<file path="config.mk">
export PLATFORM = sky130hd
export DESIGN_NAME = uart_loader
export DESIGN_NICKNAME = d
export VERILOG_FILES = /design/src/rtl/uart_loader.sv
export SDC_FILE = /design/constraint.sdc
export NUM_CORES = 1
export LEC_CHECK = 0
export CORE_ASPECT_RATIO = 1.2
export CORE_UTILIZATION = 45
export DETAILED_ROUTE_END_ITERATION = 10
export PLACE_DENSITY_LB_ADDON = 0.1
export SETUP_SLACK_MARGIN = 0.05
export SYNTH_ARGS = -nofsm -noshare
export SYNTH_HDL_FRONTEND = slang
export SYNTH_SLANG_ARGS = --single-unit
</file>
<file path="constraint.sdc">
create_clock -name clk -period 2.58 [get_ports clk]
set_input_delay 0.774 -clock clk [delete_from_list [all_inputs] [get_ports clk]]
set_output_delay 0.774 -clock clk [all_outputs]
set_load 0.02 [all_outputs]
</file>
<file path="src/rtl/uart_loader.sv">
// Serial boot loader: receives A5-framed address/count/data over 8N1 UART, issues
// 32-bit bus writes, then answers with a single 8'h5A ack byte.
//
// state    | meaning
// ---------+-----------------------------------------------------------
// WAIT_HDR | discard bytes until header 8'hA5
// ADDR     | collect 4-byte little-endian start address
// COUNT    | collect 2-byte little-endian word count
// DATA     | assemble words, write every 4th byte
// ACK      | transmit 8'h5A, pulse done at end of stop bit
module uart_loader #(
    parameter int unsigned BAUD_DIV = 2604
) (
    input  logic        clk,
    input  logic        reset,
    input  logic        uart_rxd,
    output logic        uart_txd,
    output logic        WE,
    output logic [3:0]  BE,
    output logic [31:0] Addr,
    output logic [31:0] Dout,
    output logic        done,
    output logic        frame_err
);

    localparam logic [15:0] FULL_TC  = 16'(BAUD_DIV - 1);
    localparam logic [15:0] HALF_TC  = 16'((BAUD_DIV / 2) - 1);
    localparam logic [7:0]  HDR_BYTE = 8'hA5;
    localparam logic [7:0]  ACK_BYTE = 8'h5A;

    typedef enum logic [1:0] {RX_IDLE, RX_START, RX_DATA, RX_STOP} rx_state_t;
    typedef enum logic [2:0] {WAIT_HDR, ADDR, COUNT, DATA, ACK} state_t;

    rx_state_t   rx_state;
    logic        rx_meta, rx_sync, rx_prev;
    logic [15:0] rx_cnt;
    logic [2:0]  rx_bit;
    logic [7:0]  rx_sr;
    logic        rx_valid;
    logic [7:0]  rx_byte;

    state_t      state;
    logic [1:0]  byte_idx;
    logic [23:0] sr;
    logic [31:0] addr;
    logic [15:0] remaining;
    logic [15:0] tx_cnt;
    logic [3:0]  tx_idx;

    // Receiver: each timer reload targets the middle of the next bit.
    always_ff @(posedge clk) begin
        if (reset) begin
            rx_meta   <= 1'b1;
            rx_sync   <= 1'b1;
            rx_prev   <= 1'b1;
            rx_state  <= RX_IDLE;
            rx_cnt    <= 16'd0;
            rx_bit    <= 3'd0;
            rx_sr     <= 8'd0;
            rx_valid  <= 1'b0;
            rx_byte   <= 8'd0;
            frame_err <= 1'b0;
        end else begin
            rx_meta   <= uart_rxd;
            rx_sync   <= rx_meta;
            rx_prev   <= rx_sync;
            rx_valid  <= 1'b0;
            frame_err <= 1'b0;
            case (rx_state)
                RX_IDLE: begin
                    if (rx_prev && !rx_sync) begin
                        rx_cnt   <= HALF_TC;
                        rx_state <= RX_START;
                    end
                end
                RX_START: begin
                    if (rx_cnt == 16'd0) begin
                        if (rx_sync) begin
                            rx_state <= RX_IDLE;
                        end else begin
                            rx_cnt   <= FULL_TC;
                            rx_bit   <= 3'd0;
                            rx_state <= RX_DATA;
                        end
                    end else begin
                        rx_cnt <= rx_cnt - 16'd1;
                    end
                end
                RX_DATA: begin
                    if (rx_cnt == 16'd0) begin
                        rx_sr  <= {rx_sync, rx_sr[7:1]};
                        rx_cnt <= FULL_TC;
                        if (rx_bit == 3'd7) begin
                            rx_state <= RX_STOP;
                        end else begin
                            rx_bit <= rx_bit + 3'd1;
                        end
                    end else begin
                        rx_cnt <= rx_cnt - 16'd1;
                    end
                end
                RX_STOP: begin
                    if (rx_cnt == 16'd0) begin
                        if (rx_sync) begin
                            rx_valid <= 1'b1;
                            rx_byte  <= rx_sr;
                        end else begin
                            frame_err <= 1'b1;
                        end
                        rx_state <= RX_IDLE;
                    end else begin
                        rx_cnt <= rx_cnt - 16'd1;
                    end
                end
                default: rx_state <= RX_IDLE;
            endcase
        end
    end

    always_ff @(posedge clk) begin
        if (reset) begin
            state     <= WAIT_HDR;
            byte_idx  <= 2'd0;
            sr        <= 24'd0;
            addr      <= 32'd0;
            remaining <= 16'd0;
            tx_cnt    <= 16'd0;
            tx_idx    <= 4'd0;
            uart_txd  <= 1'b1;
            WE        <= 1'b0;
            BE        <= 4'h0;
            Addr      <= 32'd0;
            Dout      <= 32'd0;
            done      <= 1'b0;
        end else begin
            WE   <= 1'b0;
            BE   <= 4'h0;
            done <= 1'b0;
            // The ack transmission is never cut short; RX activity is ignored during it.
            if (frame_err && state != ACK) begin
                state    <= WAIT_HDR;
                byte_idx <= 2'd0;
            end else begin
                case (state)
                    WAIT_HDR: begin
                        if (rx_valid && rx_byte == HDR_BYTE) begin
                            state    <= ADDR;
                            byte_idx <= 2'd0;
                        end
                    end
                    ADDR: begin
                        if (rx_valid) begin
                            sr       <= {rx_byte, sr[23:8]};
                            byte_idx <= byte_idx + 2'd1;
                            if (byte_idx == 2'd3) begin
                                addr     <= {rx_byte, sr[23:2], 2'b00};
                                byte_idx <= 2'd0;
                                state    <= COUNT;
                            end
                        end
                    end
                    COUNT: begin
                        if (rx_valid) begin
                            sr       <= {rx_byte, sr[23:8]};
                            byte_idx <= byte_idx + 2'd1;
                            if (byte_idx == 2'd1) begin
                                byte_idx  <= 2'd0;
                                remaining <= {rx_byte, sr[23:16]};
                                if ({rx_byte, sr[23:16]} == 16'd0) begin
                                    state    <= ACK;
                                    uart_txd <= 1'b0;
                                    tx_cnt   <= FULL_TC;
                                    tx_idx   <= 4'd0;
                                end else begin
                                    state <= DATA;
                                end
                            end
                        end
                    end
                    DATA: begin
                        if (rx_valid) begin
                            sr       <= {rx_byte, sr[23:8]};
                            byte_idx <= byte_idx + 2'd1;
                            if (byte_idx == 2'd3) begin
                                WE        <= 1'b1;
                                BE        <= 4'hF;
                                Addr      <= addr;
                                Dout      <= {rx_byte, sr};
                                addr      <= addr + 32'd4;
                                remaining <= remaining - 16'd1;
                                if (remaining == 16'd1) begin
                                    state    <= ACK;
                                    uart_txd <= 1'b0;
                                    tx_cnt   <= FULL_TC;
                                    tx_idx   <= 4'd0;
                                end
                            end
                        end
                    end
                    ACK: begin
                        // tx_idx: 0 = start bit, 1..8 = data bits, 9 = stop bit
                        if (tx_cnt == 16'd0) begin
                            if (tx_idx == 4'd9) begin
                                done  <= 1'b1;
                                state <= WAIT_HDR;
                            end else begin
                                uart_txd <= (tx_idx < 4'd8) ? ACK_BYTE[tx_idx[2:0]] : 1'b1;
                                tx_idx   <= tx_idx + 4'd1;
                                tx_cnt   <= FULL_TC;
                            end
                        end else begin
                            tx_cnt <= tx_cnt - 16'd1;
                        end
                    end
                    default: state <= WAIT_HDR;
                endcase
            end
        end
    end

endmodule

</file>
==> impl_summary.md <==
Pwr
The maximum vdd ir drop is 738 uV. The switching component of the power is 0.00225 W. Of the total power, the share spent switching nets is 0.281. The share of total power dissipated in the clock network is 0.409. The static power due to leakage is 3.93 nW. The sequential power share is 0.415. Cell internal power was estimated by the tool at 0.00576 W. Of the total power, combinational logic draws 0.176. For this design the ratio of total power to cell area is 681 mW/mm^2.

Layout
In the final layout, the share of cells above drive strength 1 is 0.107. Fill cells in the final layout number 2080. The repair_antennas step left the layout with diodes totalling 0. Relative to the synthesized area, the layout overhead comes to 19.8%. Across the whole layout, storage elements account for 0.00406 mm^2.

With fillers left out, the area of the finished cells amounts to 0.0118 mm^2. After the last flow step, the layout net total stands at 1341. In the final layout, the multi-input gates occupy 0.00527 mm^2.

Synthesis
The share of the Yosys chip area taken by registers is 0.414. In this run, synthesis inferred 0 flip-flops with an integrated enable. The number of synthesized register bits is 203. After synthesis, the share of flip-flops with an asynchronous set or reset is 0. After synthesis the cells add up to 0.00981 mm^2. The largest total area in the synthesized netlist belongs to sky130_fd_sc_hd__dfxtp_1.

The predominant post-synthesis flop cell is sky130_fd_sc_hd__dfxtp_1. The cell count after synthesis came out at 1257. After synthesis, the netlist uses 86 different library cells. The fraction of post-synthesis cell area in the top cell type by area is 0.414. Yosys printed 0 warnings. In this run the mean area of a mapped cell was 7.81 um^2. Yosys attributes the largest share of cell area to sky130_fd_sc_hd__dfxtp_1 41%, sky130_fd_sc_hd__nand2_1 10%, sky130_fd_sc_hd__a21oi_1 9.4%.

STA
The maximum clock frequency is 0.417 GHz. Dividing the final minimum period by the clock period gives 0.929. Hold timing on the final database bottoms out at a slack of 412 ps.

In this run the tightest slew margin relative to its limit is 0.378. The number of setup violations in the final report is 0. The final number of max-transition violations came to 0. At the pin with the least slew margin, the transition time is 932 ps. Clock skew on the completed layout was measured at 13.9 ps. The worst path in the final design needs a cycle of 2400 ps, including I/O delays and setup. The post-route worst setup slack is 184 ps.

The final hold violation count is 0. Setup repair after global routing left no endpoint under its margin. The setup TNS is 0 ps.

Route
After detailed routing, the number of vias per cell comes to 5.77. The routed via count is 9243. The count of nets left with antenna violations once routing finished came out at 0. In the routed design, unresolved DRC markers number 0. The routed design has 27.1 mm of wire. For this run, the detailed router's first-pass iteration total came to 5. The initial DRC count is 511. The wire length per cell after detailed routing is 16.9 um.

Clocking
The clock slew seen by the registers of the worst setup and hold paths is 60 ps. The hold buffer count at cts is 0. The number of clock sinks is 203. For the worst-skew pair, the clock arrives at the later sink with an insertion delay of 500 ps. No sink is reached through more buffers than the 3 on the longest clock path. Buffers inserted during clock tree synthesis total 22.

The clock root buffer is sky130_fd_sc_hd__clkbuf_16. The TritonCTS clock tree is done. The number of H-tree levels is 1.

Critical path
Data on the critical path is required at its endpoint by 3010 ps. The data arrival time of the worst path is 2820 ps. The number of cells on the worst reg-to-reg path is 6.

The worst-path maximum fanout is 5. STA classifies the critical path endpoint as a flop. The startpoint-to-endpoint class of the critical path is flop to flop. The critical path startpoint category is a flop.

Die
The core region is 0.0212 mm^2. The starting utilization of the core area is 0.463. The total die area is 0.0224 mm^2. The chip height is 164 um.

The number of I/O pins is 75. The number of placement rows is 58. The horizontal die dimension is 137 um.

Place
The detailed-placement wirelength estimate is 18.3 mm. Input and output buffers added on the ports amount to 72. Timing analysis after detailed placement gives a worst setup slack of 153 ps. Summing all placed instances gives a cell area of 0.0110 mm^2. The final weighted congestion of routability-driven global placement is 0.878.

Status
The run finished with clean final reports.

Global routing
The initial antenna violation count is 0. The overall overflow remaining after global route is 0. The first global-routing pass estimated 44.0 mm of wire. The number of global-route vias before repair is 8728. Across every metal layer, demand over resource in global routing totals 0.242. The largest net degree at the start of global routing is 97.

Hold path
Counting instances, the worst hold path has a depth of 1. The type of the worst min-delay path is flop to flop.

Run
The max-cap violation count is 0.
## state kept, by name, indices dropped and copies added (netlist names), 3 cells and up, named ones only
| name | cells |
|---|---|
| Addr | 30 |
| Dout | 32 |
| addr | 30 |
| remaining | 16 |
| rx_bit | 3 |
| rx_byte | 8 |
| rx_cnt | 16 |
| rx_sr | 8 |
| sr | 24 |
| state | 3 |
| tx_cnt | 16 |
| tx_idx | 4 |
## synthesized netlist by cell type, drive strengths merged (3+ instances only)
master and count:
inv 31, and3 7, or4 16, a311oi 3
nand2b 9, buf 18, dfxtp 203, or3b 3
nor2 56, and4 7, a22oi 5, a221oi 4
a2bb2oi 7, nor3 31, clkbuf 76, nor4 22
o31ai 17, a21o 8, nand4 19, ha 18
o221a 6, a31o 4, a211o 4, nand2 271
a21oi 185, o21a 4, o22ai 7, or2 12
o21ai 52, o32ai 3, nand3 22, or4b 6
a31oi 12, o41ai 10, and2 7, mux2i 8
a211oi 18, or3 18, nand3b 6, a41o 3
nor4b 3, nor3b 4
## timing repair
action | CTS | global route
setup buffers | 0 | 0
gates resized for setup | 0 | 2
endpoints found under the setup margin | 0 | 7
## worst paths after layout
kind                    start          to  slack (ps)
hold reg to reg       rx_meta     rx_sync         410
setup / recovery  byte_idx[0]  tx_cnt[12]         180
hold / removal        rx_meta     rx_sync         410
setup reg to reg  byte_idx[0]  tx_cnt[12]         180
## worst max-delay path: stages, from the launching register on
cell	delay, ps
sky130_fd_sc_hd__dfxtp_1	400
sky130_fd_sc_hd__ha_2	230
sky130_fd_sc_hd__mux2i_1	140
sky130_fd_sc_hd__or3_1	430
sky130_fd_sc_hd__a221oi_4	360
sky130_fd_sc_hd__or4b_2	610
sky130_fd_sc_hd__a21oi_1	160
## placed cells by master, fill, tap and decap left out, drive strengths merged, types with 8 or more instances in the layout
cell / n
nor3: 31
inv: 31
clkbuf: 31
nor2: 56
a21oi: 185
o31ai: 17
nand2b: 9
a31oi: 12
nand2: 271
or3: 18
nand3: 22
dfxtp: 203
clkdlybuf4s50: 71
nor4: 22
buf: 61
mux2i: 8
o21ai: 52
ha: 18
a21o: 8
or4: 16
nand4: 19
or2: 12
o41ai: 10
a211oi: 18
## through the flow
step | cells | total power (W) | util
floorplan | 1258 | 0.00436 | -
global placement | 1566 | 0.00477 | 0.519
detailed placement | 1566 | 0.00478 | 0.519
CTS | 1603 | 0.00807 | 0.554
global route | 1603 | 0.00835 | 0.555
finish | 1603 | 0.00801 | 0.555
## layer usage
layer / vias to the layer above / share of wire / track usage
met4: 0 / 0.029 / 0.0794
met3: 52 / 0.038 / 0.0321
li1: 4638 / - / -
met1: 4356 / 0.42 / 0.291
met2: 197 / 0.51 / 0.441
met5: - / 0 / 0
## kinds of logic (layout without fill, tap and decap cells)
| family | Yosys count | count (layout) | share of synthesized area |
|---|---|---|---|
| adder cells (fa/ha/maj) | 18 | 18 | 0.0230 |
| XOR/XNOR | 3 | 3 | 0.00268 |
| other | 1 | 2 | 0.000382 |
| flip-flops | 203 | 203 | 0.414 |
| multiplexers | 8 | 8 | 0.00816 |
| AO/OA/AOI/OAI | 374 | 374 | 0.240 |
| AND/OR/NAND/NOR | 525 | 525 | 0.260 |
| buffers and inverters | 125 | 200 | 0.0514 |
## layout make-up
| type | count | share of cell area |
|---|---|---|
| Clock inverter | 6 | 0.00926 |
| Sequential cell | 203 | 0.346 |
| Multi-Input combinational cell | 930 | 0.448 |
| Tap cell | 270 | 0.0287 |
| Clock buffer | 31 | 0.0541 |
| Inverter | 31 | 0.00990 |
| Timing Repair Buffer | 132 | 0.104 |
## power by group through the flow
stage	combinational, W	sequential (W)	clock (W)
floorplan	0.000989	0.00337	0
global placement	0.00139	0.00339	0
detailed placement	0.00139	0.00339	0
CTS	0.00140	0.00332	0.00336
global route	0.00154	0.00333	0.00348
finish	0.00141	0.00332	0.00327
(Power assumes the default switching activity.)
==> patch (config.mk and constraints unchanged) <==
Re-encode `rx_state_t` (4 states) as one-hot, 4 bits wide.
--- a/src/rtl/uart_loader.sv
+++ b/src/rtl/uart_loader.sv
@@ -28,7 +28,7 @@
     localparam logic [7:0]  HDR_BYTE = 8'hA5;
     localparam logic [7:0]  ACK_BYTE = 8'h5A;
 
-    typedef enum logic [1:0] {RX_IDLE, RX_START, RX_DATA, RX_STOP} rx_state_t;
+    typedef enum logic [3:0] {RX_IDLE = 4'b0001, RX_START = 4'b0010, RX_DATA = 4'b0100, RX_STOP = 4'b1000} rx_state_t;
     typedef enum logic [2:0] {WAIT_HDR, ADDR, COUNT, DATA, ACK} state_t;
 
     rx_state_t   rx_state;
Behaviour: same outputs for any inputs over 4 cycles, from zero or initial values and one cycle with reset high; so few cycles prove little.
==> patch against the unedited design <==
Sequential cell count up 2. Area after synthesis is 3.1% lower. Count of clock-buffer cells in the layout rose by 3. Wire length is 7.4% lower. Worst setup slack better by 6.2 ps. Final area fell by 0.89%. Worst hold slack got worse by 3.5 ps. Core utilization is 1.4 points higher. Highest routed layer unchanged.
Power is not compared: it rests on default switching activity, and its combinational part moved more than twofold at a synthesized area within 25%.
==> patch: results <==
set metrics [dict create \
    status "completed" \
    grt_use_met1 0.280 \
    cts_root_buf "clkbuf_16" \
    final_nets 1335 \
    crit_fanout 7 \
    globalRouteMet2Util 0.410 \
    r2r_cells 6 \
    slowest_stage "or4_1" \
    ys.flop_type "dfxtp_1" \
    vias 8892 \
    timing.rr.end "tx_idx[3]$_SDFFE_PP0N_" \
    drive_above_1_share 0.119 \
    max_stage_delay_ps 470 \
    finClkSkew_ps 11.6 \
    clockBufferDepth 3 \
    syn_inst 1230 \
    synth_warnings 0 \
    grt.total_usage 0.231 \
    hold_slack_ps 408 \
    dp_hpwl_um 17500 \
    min_period_over_period 0.926 \
    timing.slew.headroom 0.579 \
    instances_no_fill 1598 \
    p_leak_nw 4.04 \
    finalWeightedCongestion 0.864 \
    clkLatencyLatePin_ps 500 \
    synth_cell_types 76 \
    drtIter0Drc 523 \
    r2r_setup_slack_ps 190 \
    grt_pass1_wl_um 41200 \
    first_global_vias 8304 \
    drt_first_pass_iters 5 \
    clk_pin_slew_ps 60 \
    routed-wl-met2_um 12400 \
    synthTopCellsByCount "nand2_1, dfxtp_1, a21oi_1" \
    io_buffers 72 \
    r2r-start "remaining[9]$_SDFFE_PP0P_" \
    use_met3 0.0270 \
    synth.area.top_cells "dfxtp_1, nand2_1, a21oi_1" \
    yosysSeqAreaShare 0.432 \
    cts_made_buffers 23 \
    highest_layer "met4" \
    totalWireLength_um 25100 \
    wl_met1_um 10600 \
    preCtsSetupSlack_ps 84.7 \
    place_area_um2 10800 \
    dr_wl_met3_um 966 \
    grt_max_degree 64 \
]
## patch: worst max path at each step
| stage | start | depth (start not counted) | to |
|---|---|---|---|
| finish | remaining[9]$_SDFFE_PP0P_ | 6 | tx_idx[3]$_SDFFE_PP0N_ |
| global route | tx_cnt[4]$_SDFFE_PP0P_ | 7 | state[1]$_SDFFE_PP0P_ |
| CTS | rx_cnt[1]$_SDFFE_PP0P_ | 8 | rx_byte[4]$_SDFFE_PP0P_ |
| detailed placement | rx_cnt[1]$_SDFFE_PP0P_ | 8 | rx_byte[4]$_SDFFE_PP0P_ |
| global placement | rx_cnt[1]$_SDFFE_PP0P_ | 8 | rx_byte[3]$_SDFFE_PP0P_ |
| floorplan | rx_cnt[0]$_SDFFE_PP0P_ | 9 | rx_state[2]$_SDFFE_PP0P_ |
## patch: cell families (layout without fill, tap and decap cells)
logic type	Yosys count	in the layout	synth area share
AOI/OAI and AO/OA	325	325	0.202
muxes	11	11	0.0117
other	1	2	0.000395
xor gates and xnor gates	10	10	0.00922
and+or+nand+nor	558	559	0.278
DFF	205	205	0.432
buffers and inverters	107	208	0.0492
adders and majority gates	13	13	0.0171
## patch: power by group through the flow
stage	clock network [mW]	registers [mW]	logic, mW
global route	3.42	3.22	0.429
CTS	3.30	3.21	0.369
finish	3.21	3.21	0.385
detailed placement	0	3.28	0.367
global placement	0	3.28	0.368
floorplan	0	3.28	0.264
## patch: final cells by class
class | count | area, µm²
well taps | 265 | 332
multi-input cells | 920 | 5010
clock inverters | 5 | 50.0
clock buffers | 34 | 697
flip-flops and latches | 205 | 4110
repair buffers | 149 | 1380
fillers | 1932 | 8820
inverters | 20 | 75.1
## patch: timing repair
action | CTS | global route
hold buffers | 0 | 0
endpoints found under the setup margin | 0 | 30
resized for setup | 0 | 12
setup buffers | 0 | 3
